### config.mk
export PLATFORM = sky130hd
export DESIGN_NAME = bcd_seg_scan
export DESIGN_NICKNAME = d
export VERILOG_FILES = /design/src/rtl/bcd_seg_scan.sv
export SDC_FILE = /design/constraint.sdc
export NUM_CORES = 1
export LEC_CHECK = 0
export BUFFER_PORTS_ARGS = -buffer_cell sky130_fd_sc_hd__buf_2
export CORE_MARGIN = 3
export CORE_UTILIZATION = 40
export DETAILED_ROUTE_END_ITERATION = 10
export GPL_ROUTABILITY_DRIVEN = 0
export GPL_TIMING_DRIVEN = 0
export SLEW_MARGIN = 0
export SYNTH_ARGS = -nofsm -noshare
export SYNTH_HDL_FRONTEND = slang
export SYNTH_SLANG_ARGS = --single-unit
export TNS_END_PERCENT = 100
### constraint.sdc
create_clock -name clk -period 6.95 [get_ports clk]
set_input_delay 0.3475 -clock clk [delete_from_list [all_inputs] [get_ports clk]]
set_output_delay 0.3475 -clock clk [all_outputs]
set_load 0.02 [all_outputs]
### src/rtl/bcd_seg_scan.sv
// Purpose : time-multiplexed common-anode 7-segment driver for DIGITS packed BCD digits,
//           with per-frame snapshot, leading-zero blanking and a dash for codes 10..15.
// Latency : a digit becomes visible 2 cycles after its scan tick (one dark gap cycle first);
//           the first digit after reset appears 2 cycles after the first en=1 cycle.
// Backpressure: none; en=0 freezes the scan state and darkens the display.
//
// Ports:
//   clk, rst     : clock, synchronous active-high reset
//   en           : display enable
//   bcd          : DIGITS x 4-bit BCD, digit 0 in bits [3:0]
//   dp_in        : decimal-point request per digit
//   seg, dp, an  : segment {g..a}, decimal point, digit select (polarity per parameters)
//   frame_start  : one-cycle pulse in the cycle a new snapshot is held

module bcd_seg_scan #(
  parameter int DIGITS         = 4,
  parameter int SCAN_DIV       = 50000,
  parameter int SEG_ACTIVE_LOW = 1,
  parameter int AN_ACTIVE_LOW  = 1,
  parameter int BLANK_LZ       = 1
) (
  input  logic                  clk,
  input  logic                  rst,
  input  logic                  en,
  input  logic [4*DIGITS-1:0]   bcd,
  input  logic [DIGITS-1:0]     dp_in,
  output logic [6:0]            seg,
  output logic                  dp,
  output logic [DIGITS-1:0]     an,
  output logic                  frame_start
);

  localparam int CNT_W = (SCAN_DIV > 1) ? $clog2(SCAN_DIV) : 1;
  localparam int IDX_W = (DIGITS > 1) ? $clog2(DIGITS) : 1;

  localparam logic [CNT_W-1:0]  CNT_LAST = CNT_W'(SCAN_DIV - 1);
  localparam logic [IDX_W-1:0]  IDX_LAST = IDX_W'(DIGITS - 1);

  // Inactive output levels in the external polarity.
  localparam logic [6:0]        SEG_OFF = (SEG_ACTIVE_LOW != 0) ? 7'h7F : 7'h00;
  localparam logic              DP_OFF  = (SEG_ACTIVE_LOW != 0);
  localparam logic [DIGITS-1:0] AN_OFF  = (AN_ACTIVE_LOW != 0) ? {DIGITS{1'b1}} : {DIGITS{1'b0}};

  // Active-high segment patterns; anything above 9 shows a dash.
  function automatic logic [6:0] decode_bcd(input logic [3:0] code);
    logic [6:0] pat;
    case (code)
      4'd0:    pat = 7'h3F;
      4'd1:    pat = 7'h06;
      4'd2:    pat = 7'h5B;
      4'd3:    pat = 7'h4F;
      4'd4:    pat = 7'h66;
      4'd5:    pat = 7'h6D;
      4'd6:    pat = 7'h7D;
      4'd7:    pat = 7'h07;
      4'd8:    pat = 7'h7F;
      4'd9:    pat = 7'h6F;
      default: pat = 7'h40;
    endcase
    return pat;
  endfunction

  // State registers
  logic [CNT_W-1:0]    cnt_q, cnt_d;
  logic [IDX_W-1:0]    idx_q, idx_d;
  logic [4*DIGITS-1:0] snap_bcd_q, snap_bcd_d;
  logic [DIGITS-1:0]   snap_dp_q, snap_dp_d;
  logic                load_pending_q, load_pending_d;
  logic                en_prev_q, en_prev_d;
  logic [6:0]          seg_q, seg_d;
  logic                dp_q, dp_d;
  logic [DIGITS-1:0]   an_q, an_d;
  logic                frame_start_q, frame_start_d;

  // Combinational helpers
  logic                tick;
  logic                load;
  logic [DIGITS-1:0]   blank;
  logic [3:0]          cur_code;
  logic                cur_dp;
  logic                cur_blank;
  logic [DIGITS-1:0]   an_raw;
  logic [6:0]          seg_raw;

  assign tick = en && (cnt_q == CNT_LAST);

  // A snapshot is taken at the end of the last slot of a frame, or as soon
  // as the display is first enabled after reset.
  assign load = en && (load_pending_q || (tick && (idx_q == IDX_LAST)));

  // Leading-zero mask: walk from the most significant digit down and blank
  // zeros until any non-zero code (including invalid ones) is seen.
  // Digit 0 is never blanked so a value of zero still shows "0".
  always_comb begin
    logic seen_nz;
    blank   = '0;
    seen_nz = 1'b0;
    for (int i = DIGITS - 1; i >= 1; i--) begin
      if (snap_bcd_q[4*i +: 4] != 4'd0) seen_nz = 1'b1;
      blank[i] = !seen_nz;
    end
  end

  assign cur_code  = snap_bcd_q[{idx_q, 2'b00} +: 4];
  assign cur_dp    = snap_dp_q[idx_q];
  assign cur_blank = (BLANK_LZ != 0) && blank[idx_q];
  assign seg_raw   = decode_bcd(cur_code);

  always_comb begin
    an_raw        = '0;
    an_raw[idx_q] = 1'b1;
  end

  // Next-state logic
  always_comb begin
    cnt_d          = cnt_q;
    idx_d          = idx_q;
    snap_bcd_d     = snap_bcd_q;
    snap_dp_d      = snap_dp_q;
    load_pending_d = load_pending_q;
    en_prev_d      = en;
    seg_d          = SEG_OFF;
    dp_d           = DP_OFF;
    an_d           = AN_OFF;
    frame_start_d  = load;

    if (en) begin
      cnt_d = tick ? '0 : cnt_q + 1'b1;
      // Enabling once is enough to consume the post-reset load request.
      load_pending_d = 1'b0;
    end

    if (tick) begin
      idx_d = (idx_q == IDX_LAST) ? '0 : idx_q + 1'b1;
    end

    if (load) begin
      snap_bcd_d = bcd;
      snap_dp_d  = dp_in;
    end

    // The gap cycle (all anodes off) follows every tick and every return of
    // en, so the previous digit's segments never bleed into the next anode.
    if (en && !tick && en_prev_q && !cur_blank) begin
      an_d  = (AN_ACTIVE_LOW  != 0) ? ~an_raw  : an_raw;
      seg_d = (SEG_ACTIVE_LOW != 0) ? ~seg_raw : seg_raw;
      dp_d  = (SEG_ACTIVE_LOW != 0) ? ~cur_dp  : cur_dp;
    end
  end

  always_ff @(posedge clk) begin
    if (rst) begin
      cnt_q          <= '0;
      idx_q          <= '0;
      snap_bcd_q     <= '0;
      snap_dp_q      <= '0;
      load_pending_q <= 1'b1;
      en_prev_q      <= 1'b0;
      seg_q          <= SEG_OFF;
      dp_q           <= DP_OFF;
      an_q           <= AN_OFF;
      frame_start_q  <= 1'b0;
    end else begin
      cnt_q          <= cnt_d;
      idx_q          <= idx_d;
      snap_bcd_q     <= snap_bcd_d;
      snap_dp_q      <= snap_dp_d;
      load_pending_q <= load_pending_d;
      en_prev_q      <= en_prev_d;
      seg_q          <= seg_d;
      dp_q           <= dp_d;
      an_q           <= an_d;
      frame_start_q  <= frame_start_d;
    end
  end

  assign seg         = seg_q;
  assign dp          = dp_q;
  assign an          = an_q;
  assign frame_start = frame_start_q;

endmodule

## Word level (Yosys, flattened, before mapping)

Memories as Yosys holds them, arrays and structs flattened.
Index checks and enable logic that the tools add are counted.

| storage, ports and cells | value |
|---|---|
| memories kept | 1 |
| output and inout bits | 13 |
| bits in read-only memories | 112 |
| flip-flop bits (word level) | 53 |
| logic and storage cells | 50 |

Memories:

| memory | depth | bits a word | rd ports | clocked after memory_dff | write ports | line | text |
|---|---|---|---|---|---|---|---|
| (no name shown) | 16 | 7 | 1 | 0 | 0 | 47 | `case (code)` |

| operators by class | value |
|---|---|
| magnitude comparators | 2 |
| $add $sub $neg | 2 |
| muxes and demuxes | 11 |
| reduce and logical (&&, ||, !) cells | 17 |
| bitwise gates (word level) | 4 |
| shift operators | 1 |
| eq/ne operators | 2 |

Operators with widths:

| kind | number |
|---|---|
| 16-bit by 1-bit adder with 16-bit output, second input constant | 1 |
| 16-bit equality test, second input constant | 1 |
| 16-bit 2-to-1 mux | 1 |
| 16-bit by 5-bit variable part select with 4-bit output | 1 |
| 4-bit nonzero test | 3 |
| 1-bit logical AND | 7 |
| 7-bit NOT | 1 |
| 1-bit 2-to-1 mux | 6 |
| 1-bit zero test | 5 |
| 1-bit binary-select mux with 2-bit select | 2 |
| 4-bit NOT | 1 |
| 2-bit by 3-bit < comparator with 1-bit output, second input constant | 1 |
| 2-bit by 1-bit adder with 2-bit output, second input constant | 1 |
| 1-bit demux with 2-bit select | 1 |
| 2-bit equality test, second input constant | 1 |
| 2-bit by 1-bit greater-or-equal comparator with 1-bit output, second input constant | 1 |
| 2-bit 2-to-1 mux | 1 |
| 1-bit NOT | 2 |
| 2-bit OR reduction | 1 |
| 1-bit logical OR | 1 |

## Depth between registers and ports, before layout

Gate-level depths: netlist of the first run.

| depth | value |
|---|---|
| depth in word-level cells | 11 |
| depth in mapped cells | 8 |
| depth with buffers taken out | 7 |

## Least setup slack after synthesis of the first run

No wires, ideal clock.

| timing | value |
|---|---|
| path kind | flip-flop to flip-flop |
| start point | register idx_q[0] |
| end point | register seg_q[5], in the netlist seg[5] |
| data required time | 6.805 ns |
| period minus slack after synthesis | 2.205 ns |
| setup slack | 4.745 ns |
| stages on the path, launching flop included | 6 |
| setup time | 0.145 ns |
| arrival time | 2.060 ns |
| path through | dfxtp_1 > clkbuf_1 > mux4_2 > o21a_1 > nor4b_1 > o211ai_1 |

| on the way | value |
|---|---|
| word-level cells in the longest chain between the ends | 6 |
| elaborated cells on any way between the ends | 9 |
| classes of those cells | 1 x shift; 2 x mux; 2 x bitwise; 3 x reduce/logical; 1 x memory |

Ends and longest elaborated chain:

| item | line | text |
|---|---|---|
| start, declared | 65 | `logic [IDX_W-1:0] idx_q, idx_d;` |
| start signal, assigned | 165 | `idx_q <= idx_d;` |
| parallel branches: the longest is 6 deep, another holds memory read 16 x 7 bit | n/a |  |
| end signal, assigned | 170 | `seg_q <= seg_d;` |
| end, declared | 70 | `logic [6:0] seg_q, seg_d;` |

Several ways; the timed one is not identified. The select of a mux whose other input is x is not followed.
A chain may end at the register's enable or synchronous reset.

## Worst setup path in the final report of the first run

Same ends and word-level chain as after synthesis.

==> metrics.txt, run 1 <==
design area 0.00293 mm²; Final Cycle Share 0.364; Longest Clk Path Bufs 2; grt total ovfl 0; fraction of registers with async set/reset 0; clock root cell clkbuf_8; Layout Nets 334; drt wl/cell 12.7 µm; commonest non-fill, non-tap cell in the layout dfxtp_1; worst path cell trace clkbuf_1, mux4_2, o21a_1, nor4b_1, o211ai_1; antenna-violating nets left 0; final setup violating endpoints 0; Die X 85.7 µm; core area 0.00603 mm²; crit path buf inv count 1; slowest library cell on the worst path mux4_2; CP max FO 9; hpwl dp 3580 µm; commonest cells after routing, fill and taps aside dfxtp_1 (53), nand2b_1 (40), buf_2 (36); Ports 36; Initial Util 0.422; Placement Setup Slack 4.41 ns; Skew-Pair Late Insertion Delay 0.31 ns; Setup CP Type reg2reg; Inst Count DP 369; syn avg cell area 9.82 µm²; Power Dens Cells 202 mW/mm²; cts repair resizes 0; synthesized area 0.00254 mm²; Hold Violations, Final 0; synth-to-layout area growth 15.1%; DR vias 1898; slack of the critical path 4.42 ns; WL final 4780 µm; syn nets 292; worst relative slew slack 0.333; Hold Crit Class in2reg; Clock Sinks 53; number of vias per cell 5.03; # port buffers 35; CP Capture Type register; Post-Layout Cell Count 377; status completed; Post-synth EDFFs 0; RSZ-0062 raised after global routing false; final setup TNS 0 ns; final core occ 0.486; CP top delay family multiplexers; postcts setup bufs 0; slew of the pin with the lowest slew margin 0.998 ns; pin count of the biggest net entering global routing 18; vias in the first global route 1840; Peak Freq 0.395 GHz; CTS buffer count 5; Synth Flop Type dfxtp_1; n_diodes 0; Tmin final 2.53 ns; clk slew on worst S/H paths 0.10 ns; dpl cell area 0.00281 mm²; Final Total Pwr 0.593 mW; Final Skew 0.00676 ns; first-pass GRT wire length 8440 µm; initial antenna violation count 0; WP data arrival 2.71 ns; worst endpoint required time 7.13 ns; Mapped Cells 259; hold slack 0.278 ns; Seq/Total Area, Yosys 0.417; hold buffer count at cts 0; Die Ht 85.7 µm; Final Max Slew Viols 0; Max Cap Violations 0; delay of the slowest critical-path stage 0.68 ns; Die ar. 0.00735 mm²; gr usage total 0.142; 1st-pass router iterations 4; Leak 1.15 nW; Starting DRT DRC Count 80; layout cell share with drive strength beyond 1 0.199; Filler Cell Count 599; synthesized flop and latch total 53; Max VDD drop 115 µV; Yosys warning total 0; CTS tree done; crit start category register; # rows 28; htree depth 2; DRC 0; synth unique cells 44
cell usage after synthesis, types with 2 or more instances:
master / n / area [µm²]
or3_1: 4 / 25.0
nand2b_1: 40 / 250
nor2_1: 17 / 63.8
nand2_1: 9 / 33.8
inv_1: 13 / 48.8
mux2i_1: 21 / 210
a21oi_1: 9 / 45.0
clkbuf_1: 8 / 30.0
xor2_1: 3 / 26.3
dfxtp_1: 53 / 1060
nor3_1: 4 / 20.0
mux4_2: 5 / 113
buf_12: 2 / 40.0
or4_1: 4 / 30.0
o31ai_1: 2 / 15.0
ha_1: 10 / 125
nand4b_1: 2 / 17.5
o21ai_0: 5 / 25.0
xnor2_1: 6 / 52.6
o211ai_1: 2 / 15.0
nor3b_1: 2 / 15.0
nand3_1: 14 / 70.1
nor4_1: 3 / 18.8
sequential cells by signal (all words and copies together) (netlist names):
name,count
load_pending_q,1
en_prev_q,1
dp,1
snap_bcd_q,16
cnt_q,16
snap_dp_q,4
idx_q,2
seg,7
an,4
frame_start,1
path summary, 6_finish.rpt:
path / from / end / slack [ns] / cells past startpoint
max: idx_q[0] / seg[5] / 4.42 / 5
min: bcd[9] / snap_bcd_q[9] / 0.28 / 3
max reg2reg: idx_q[0] / seg[5] / 4.42 / 5
min reg2reg: snap_dp_q[2] / snap_dp_q[2] / 0.48 / 2
report_power, final:
part	internal, mW	switching [mW]	leakage (nW)
Clock	0.108	0.104	0.0543
Sequential	0.314	0.00680	0.432
Combinational	0.0317	0.0283	0.661
Total	0.454	0.139	1.15
worst min-delay path, stage by stage:
cell and delay [ns]:
buf_2 0.09, nand2b_1 0.05, mux2i_1 0.05
routing by layer:
metal / wire length [µm] / GRT usage
met4: 71 / 0.0518
met3: 214 / 0.0346
met5: 0 / 0
met2: 2070 / 0.220
met1: 2420 / 0.194
cell families (layout without fill, tap and decap cells):
kind of cell,count (synthesis),in the layout,synth area share
buffers and inverters,25,68,0.0531
and+or+nand+nor,110,110,0.251
muxes,27,27,0.131
AOI/OAI and AO/OA,25,25,0.0674
DFF,53,53,0.417
xor gates and xnor gates,9,9,0.0310
adders and majority gates,10,10,0.0492
layout make-up:
| class | instances | area (µm²) | share of cell area |
|---|---|---|---|
| sequential | 53 | 1060 | 0.362 |
| tap | 75 | 93.8 | 0.0321 |
| multi-input combinational | 181 | 1350 | 0.460 |
| buffer | 12 | 86.3 | 0.0295 |
| inverter | 13 | 48.8 | 0.0167 |
| clock inverter | 3 | 46.3 | 0.0158 |
| clock buffer | 5 | 68.8 | 0.0235 |
| timing repair buffer | 35 | 175 | 0.0598 |
(Power assumes the default switching activity.)
==> run 2: changes to the inputs <==
- ABC_AREA: default -> 1
- clock period: 6.95 -> 2.7 ns (I/O delays scaled with it)
==> run 2 against run 1 <==
Net effect:
- clock skew up 0.0031 ns
- critical path type unchanged
- die area grew 4.1%
- register-to-register slack got worse by 3.7 ns
==> metrics.txt, run 2 <==
Final Max Slew Viols 0; final setup violating endpoints 0; status completed; Power Dens Cells 514 mW/mm²; commonest cells after routing, fill and taps aside nand2_1 (92), nor2_1 (80), dfxtp_1 (53); number of vias per cell 4.81; drt wl/cell 11.6 µm; slowest library cell on the worst path dfxtp_1; worst endpoint required time 2.89 ns; CP Capture Type register; antenna-violating nets left 0; DR vias 2388; Synth area leader dfxtp_1; Tmin final 1.96 ns; synth unique cells 32; Die X 87.5 µm; syn nets 409; clk slew on worst S/H paths 0.10 ns; synth-to-layout area growth 14.6%; worst reg2reg path depth 8; final core occ 0.477; n_diodes 0; Longest Clk Path Bufs 2; Die ar. 0.00765 mm²; pin count of the biggest net entering global routing 16; CTS buffer count 5; setup slack, reg-to-reg 0.74 ns; synth top area cells dfxtp_1 (40%), nand2_1 (13%), nor2_1 (11%), ha_1 (4.7%), inv_1 (4.0%); fraction of registers with async set/reset 0; CP Depth 8; DRC 0; Ports 36; 1st-pass router iterations 4; commonest cells in the netlist nand2_1 (92), nor2_1 (80), dfxtp_1 (53); CP top delay family flip-flops; # port buffers 35; met2 Use GR 0.240; RSZ-0062 raised after global routing false; end of the worst register-to-register path seg[3]; Hold Violations, Final 0; Max VDD drop 290 µV; syn avg cell area 7.06 µm²; # rows 29; gr usage total 0.160; Max Cap Violations 0; crit path from idx_q[0]; vias in the first global route 2065; core area 0.00639 mm²; Synth Flop Type dfxtp_1; synthesized flop and latch total 53; delay of the slowest critical-path stage 0.47 ns; htree depth 2; worst relative slew slack 0.753; worst path cell trace buf_4, nand2_1, a32oi_1, inv_1, ha_1, nand3_1, nand3_1, nand2_1; WL final 5770 µm; most common cell in the netlist nand2_1; Starting DRT DRC Count 131; postcts setup bufs 0; Peak Freq 0.512 GHz; Mapped Cells 376; hold buffer count at cts 0; grt peak-use layer met2; Setup CP Type reg2reg; hpwl dp 4320 µm; Filler Cell Count 686; Yosys warning total 0; commonest non-fill, non-tap cell in the layout nand2_1; Final Cycle Share 0.724; Die Ht 87.5 µm; crit path buf inv count 2; Clock Sinks 53; Skew-Pair Late Insertion Delay 0.30 ns; first-pass GRT wire length 9720 µm; Final Skew 0.00986 ns; initial antenna violation count 0; final setup TNS 0 ns; Leak 1.38 nW; Initial Util 0.416; grt total ovfl 0; synthesized area 0.00266 mm²; share of the synthesized area in the top cell type 0.399; CTS tree done; met3 usage 0.0350; Post-synth EDFFs 0; crit start category register; slew of the pin with the lowest slew margin 0.369 ns; layout cell share with drive strength beyond 1 0.193; Reg2Reg Launch Point idx_q[0]; GR Util met1 0.234; WP data arrival 2.15 ns; cts repair resizes 0; Layout Nets 451; Setup crit end seg[3]; CP max FO 10; Seq/Total Area, Yosys 0.399; Final Total Pwr 1.57 mW; Hold Crit Class in2reg; clock root cell clkbuf_8
run 2: cell count changes after synthesis, sizes merged, moves of 6 or more:
cell,delta
inv,+24
nand3,+11
nor2,+68
nand2b,-40
nand3b,+10
mux2i,-21
nor3,+9
o21ai,+6
clkbuf,-8
nand2,+86
run 2: through the flow:
stage	instance area [µm²]	cells	hold slack [ns]	setup slack [ns]
2_1_floorplan	2660	376	0.204	1.07
3_3_place_gp	2930	488	0.355	0.773
3_5_place_dp	2930	488	0.364	0.741
4_1_cts	3040	496	0.0445	0.722
5_1_grt	3040	496	0.0473	0.553
6_report	3040	496	0.0492	0.745
run 2: worst min path at each step:
| stage | start | end | slack, ns | depth (start not counted) |
|---|---|---|---|---|
| detailed placement | bcd[15] | snap_bcd_q[15] | 0.36 | 3 |
| floorplan | rst | cnt_q[1] | 0.20 | 1 |
| finish | bcd[15] | snap_bcd_q[15] | 0.05 | 3 |
| global placement | bcd[2] | snap_bcd_q[2] | 0.35 | 3 |
| global route | dp_in[1] | snap_dp_q[1] | 0.05 | 3 |
| CTS | bcd[15] | snap_bcd_q[15] | 0.04 | 3 |
run 2: routing by layer:
metal  vias to the layer above  share of wire
met5                         -              0
met4                         0         0.0076
met3                         4          0.048
met2                        56           0.42
met1                      1054           0.53
li1                       1274              -
run 2: power breakdown:
group          internal (mW)  switching [mW]  leakage, nW  total (mW)
sequential             0.813          0.0155        0.434       0.829
clock                  0.303           0.254       0.0585       0.557
combinational         0.0712           0.108        0.891       0.179
total                   1.19           0.378         1.38        1.57
run 2: cell families (layout without fill, tap and decap cells):
kind of cell / count (synthesis) / in the layout / synth area share
xor gates and xnor gates: 1 / 1 / 0.00330
and+or+nand+nor: 235 / 235 / 0.409
adders and majority gates: 10 / 10 / 0.0471
DFF: 53 / 53 / 0.399
AOI/OAI and AO/OA: 29 / 29 / 0.0622
buffers and inverters: 48 / 91 / 0.0787
run 2: area by class of cell:
cell class / count / area [µm²] / area share
timing repair buffer: 35 / 175 / 0.0575
inverter: 39 / 146 / 0.0481
multi-input combinational: 275 / 1390 / 0.455
buffer: 9 / 62.6 / 0.0206
sequential: 53 / 1060 / 0.349
tap: 77 / 96.3 / 0.0316
clock buffer: 7 / 86.3 / 0.0284
clock inverter: 1 / 30.0 / 0.00986
run 2: tightest hold or removal path, stage by stage:
cell	delay, ns
buf_2	0.08
nor2_1	0.03
nor2_1	0.08
==> run 3: changes to the inputs <==
- clock period: 2.7 -> 1.7 ns (I/O delays scaled with it)
==> run 3 against run 2 <==
Net effect:
- the run now ends with hold timing left
- clock-buffer cell count is the same
- wire length increased by 4.2%
- final area up 5.5%
- critical path type unchanged
- highest routed layer unchanged
==> metrics.txt, run 3 (same netlist as run 2, synthesis figures left out) <==
status finished, violations left; failing checks hold timing; htree depth 2; Power Dens Cells 783 mW/mm²; antenna-violating nets left 0; final setup violating endpoints 0; DR vias 2425; Starting DRT DRC Count 112; first-pass GRT wire length 9950 µm; clk slew on worst S/H paths 0.10 ns; Die X 87.5 µm; WP data arrival 1.81 ns; WL final 6020 µm; hold slack -0.00103 ns; Hold Violations, Final 1; Hold Crit Class in2reg; layout cell share with drive strength beyond 1 0.230; Peak Freq 0.616 GHz; Leak 1.44 nW; drt wl/cell 11.9 µm; vias in the first global route 2117; crit start category register; 1st-pass router iterations 4; # rows 29; commonest cells after routing, fill and taps aside nand2_1 (91), nor2_1 (79), dfxtp_1 (49); CP max FO 7; Setup CP Type reg2reg; pin count of the biggest net entering global routing 16; Tmin final 1.62 ns; number of vias per cell 4.78; Longest Clk Path Bufs 2; Final Cycle Share 0.954; DRC 0; Clock Sinks 53; core area 0.00639 mm²; Initial Util 0.416; Max Cap Violations 0; Final Skew 0.0132 ns; CP top delay family compound AO/OA/AOI/OAI gates; final core occ 0.503; clock root cell clkbuf_8; # port buffers 35; Layout Nets 462; delay of the slowest critical-path stage 0.37 ns; gr usage total 0.163; CP Capture Type register; grt total ovfl 0; slowest library cell on the worst path dfxtp_4; slew of the pin with the lowest slew margin 0.424 ns; CTS tree done; initial antenna violation count 0; synth-to-layout area growth 21.0%; crit path buf inv count 4; Die Ht 87.5 µm; Final Max Slew Viols 0; Die ar. 0.00765 mm²; worst relative slew slack 0.716; Ports 36; crit-path most repeated cell nand2_1; n_diodes 0; commonest non-fill, non-tap cell in the layout nand2_1; Filler Cell Count 668; CTS buffer count 5; hpwl dp 4320 µm; Skew-Pair Late Insertion Delay 0.31 ns; worst path cell trace inv_1, buf_6, nand2_1, a32oi_4, inv_2, buf_4, ha_1, o211ai_1, nand2_1; RSZ-0062 raised after global routing true; Max VDD drop 415 µV; worst endpoint required time 1.89 ns
-- run 3: cell types whose count changed in the layout (fill, tap and decap cells not counted), moves of 2 or more --
cell | before | now
dfxtp_4 | 0 | 2
inv_2 | 9 | 11
dfxtp_2 | 0 | 2
ha_1 | 10 | 8
dfxtp_1 | 53 | 49
buf_4 | 2 | 6
inv_1 | 28 | 26
dlygate4sd3_1 | 0 | 6
-- run 3: timing repair --
action / 4_1_cts / 5_1_grt
endpoints found under the setup margin: 12 / 25
buffers inserted: 2 / 3
gates resized for setup: 7 / 15
hold buffers: 6 / 0
endpoints found under the hold margin: 6 / 0
pin swaps: 2 / 3
-- run 3: worst paths after layout --
| check | endpoint | depth (start not counted) | slack [ns] | startpoint |
|---|---|---|---|---|
| setup / recovery | seg[0] | 9 | 0.08 | idx_q[0] |
| hold / removal | snap_bcd_q[11] | 3 | -0.001 | bcd[11] |
| setup reg to reg | seg[0] | 9 | 0.08 | idx_q[0] |
| hold reg to reg | load_pending_q | 2 | 0.49 | load_pending_q |
-- run 3: tightest hold or removal path, stage by stage --
cell and delay (ns):
buf_2 0.07, nor2_1 0.03, nor2_1 0.08
-- run 3: metal layers --
metal  up-vias  part of all wire  track usage
met5         -                 0            0
met4         0            0.0075       0.0335
met3         4             0.047       0.0350
met2        52              0.42        0.249
met1      1075              0.52        0.236
li1       1294                 -            -
-- run 3: layout make-up --
class / count / area, µm² / share of cell area
plain buffers: 9 / 76.3 / 0.0238
flip-flops and latches: 53 / 1070 / 0.333
clock inverters: 1 / 30.0 / 0.00935
well taps: 77 / 96.3 / 0.0300
clock buffers: 7 / 86.3 / 0.0269
multi-input cells: 275 / 1430 / 0.446
inverters: 39 / 146 / 0.0456
repair buffers: 46 / 273 / 0.0849
-- run 3: per-stage QoR --
stage	std cells	total power [mW]	worst slack, ns	cell area (µm²)	TNS, ns
after floorplan	376	1.54	0.0721	2660	0
after global placement	488	1.63	-0.227	2930	-0.503
after detailed placement	488	1.63	-0.259	2930	-0.695
after CTS	504	2.52	0.00743	3140	0
after global routing	507	2.63	-0.000167	3210	-0.000167
final	507	2.52	0.0776	3210	0
-- run 3: report_power, final --
| group | leakage [nW] | switching, mW | internal [mW] |
|---|---|---|---|
| registers | 0.436 | 0.0261 | 1.29 |
| logic | 0.941 | 0.181 | 0.132 |
| clock network | 0.0585 | 0.405 | 0.481 |
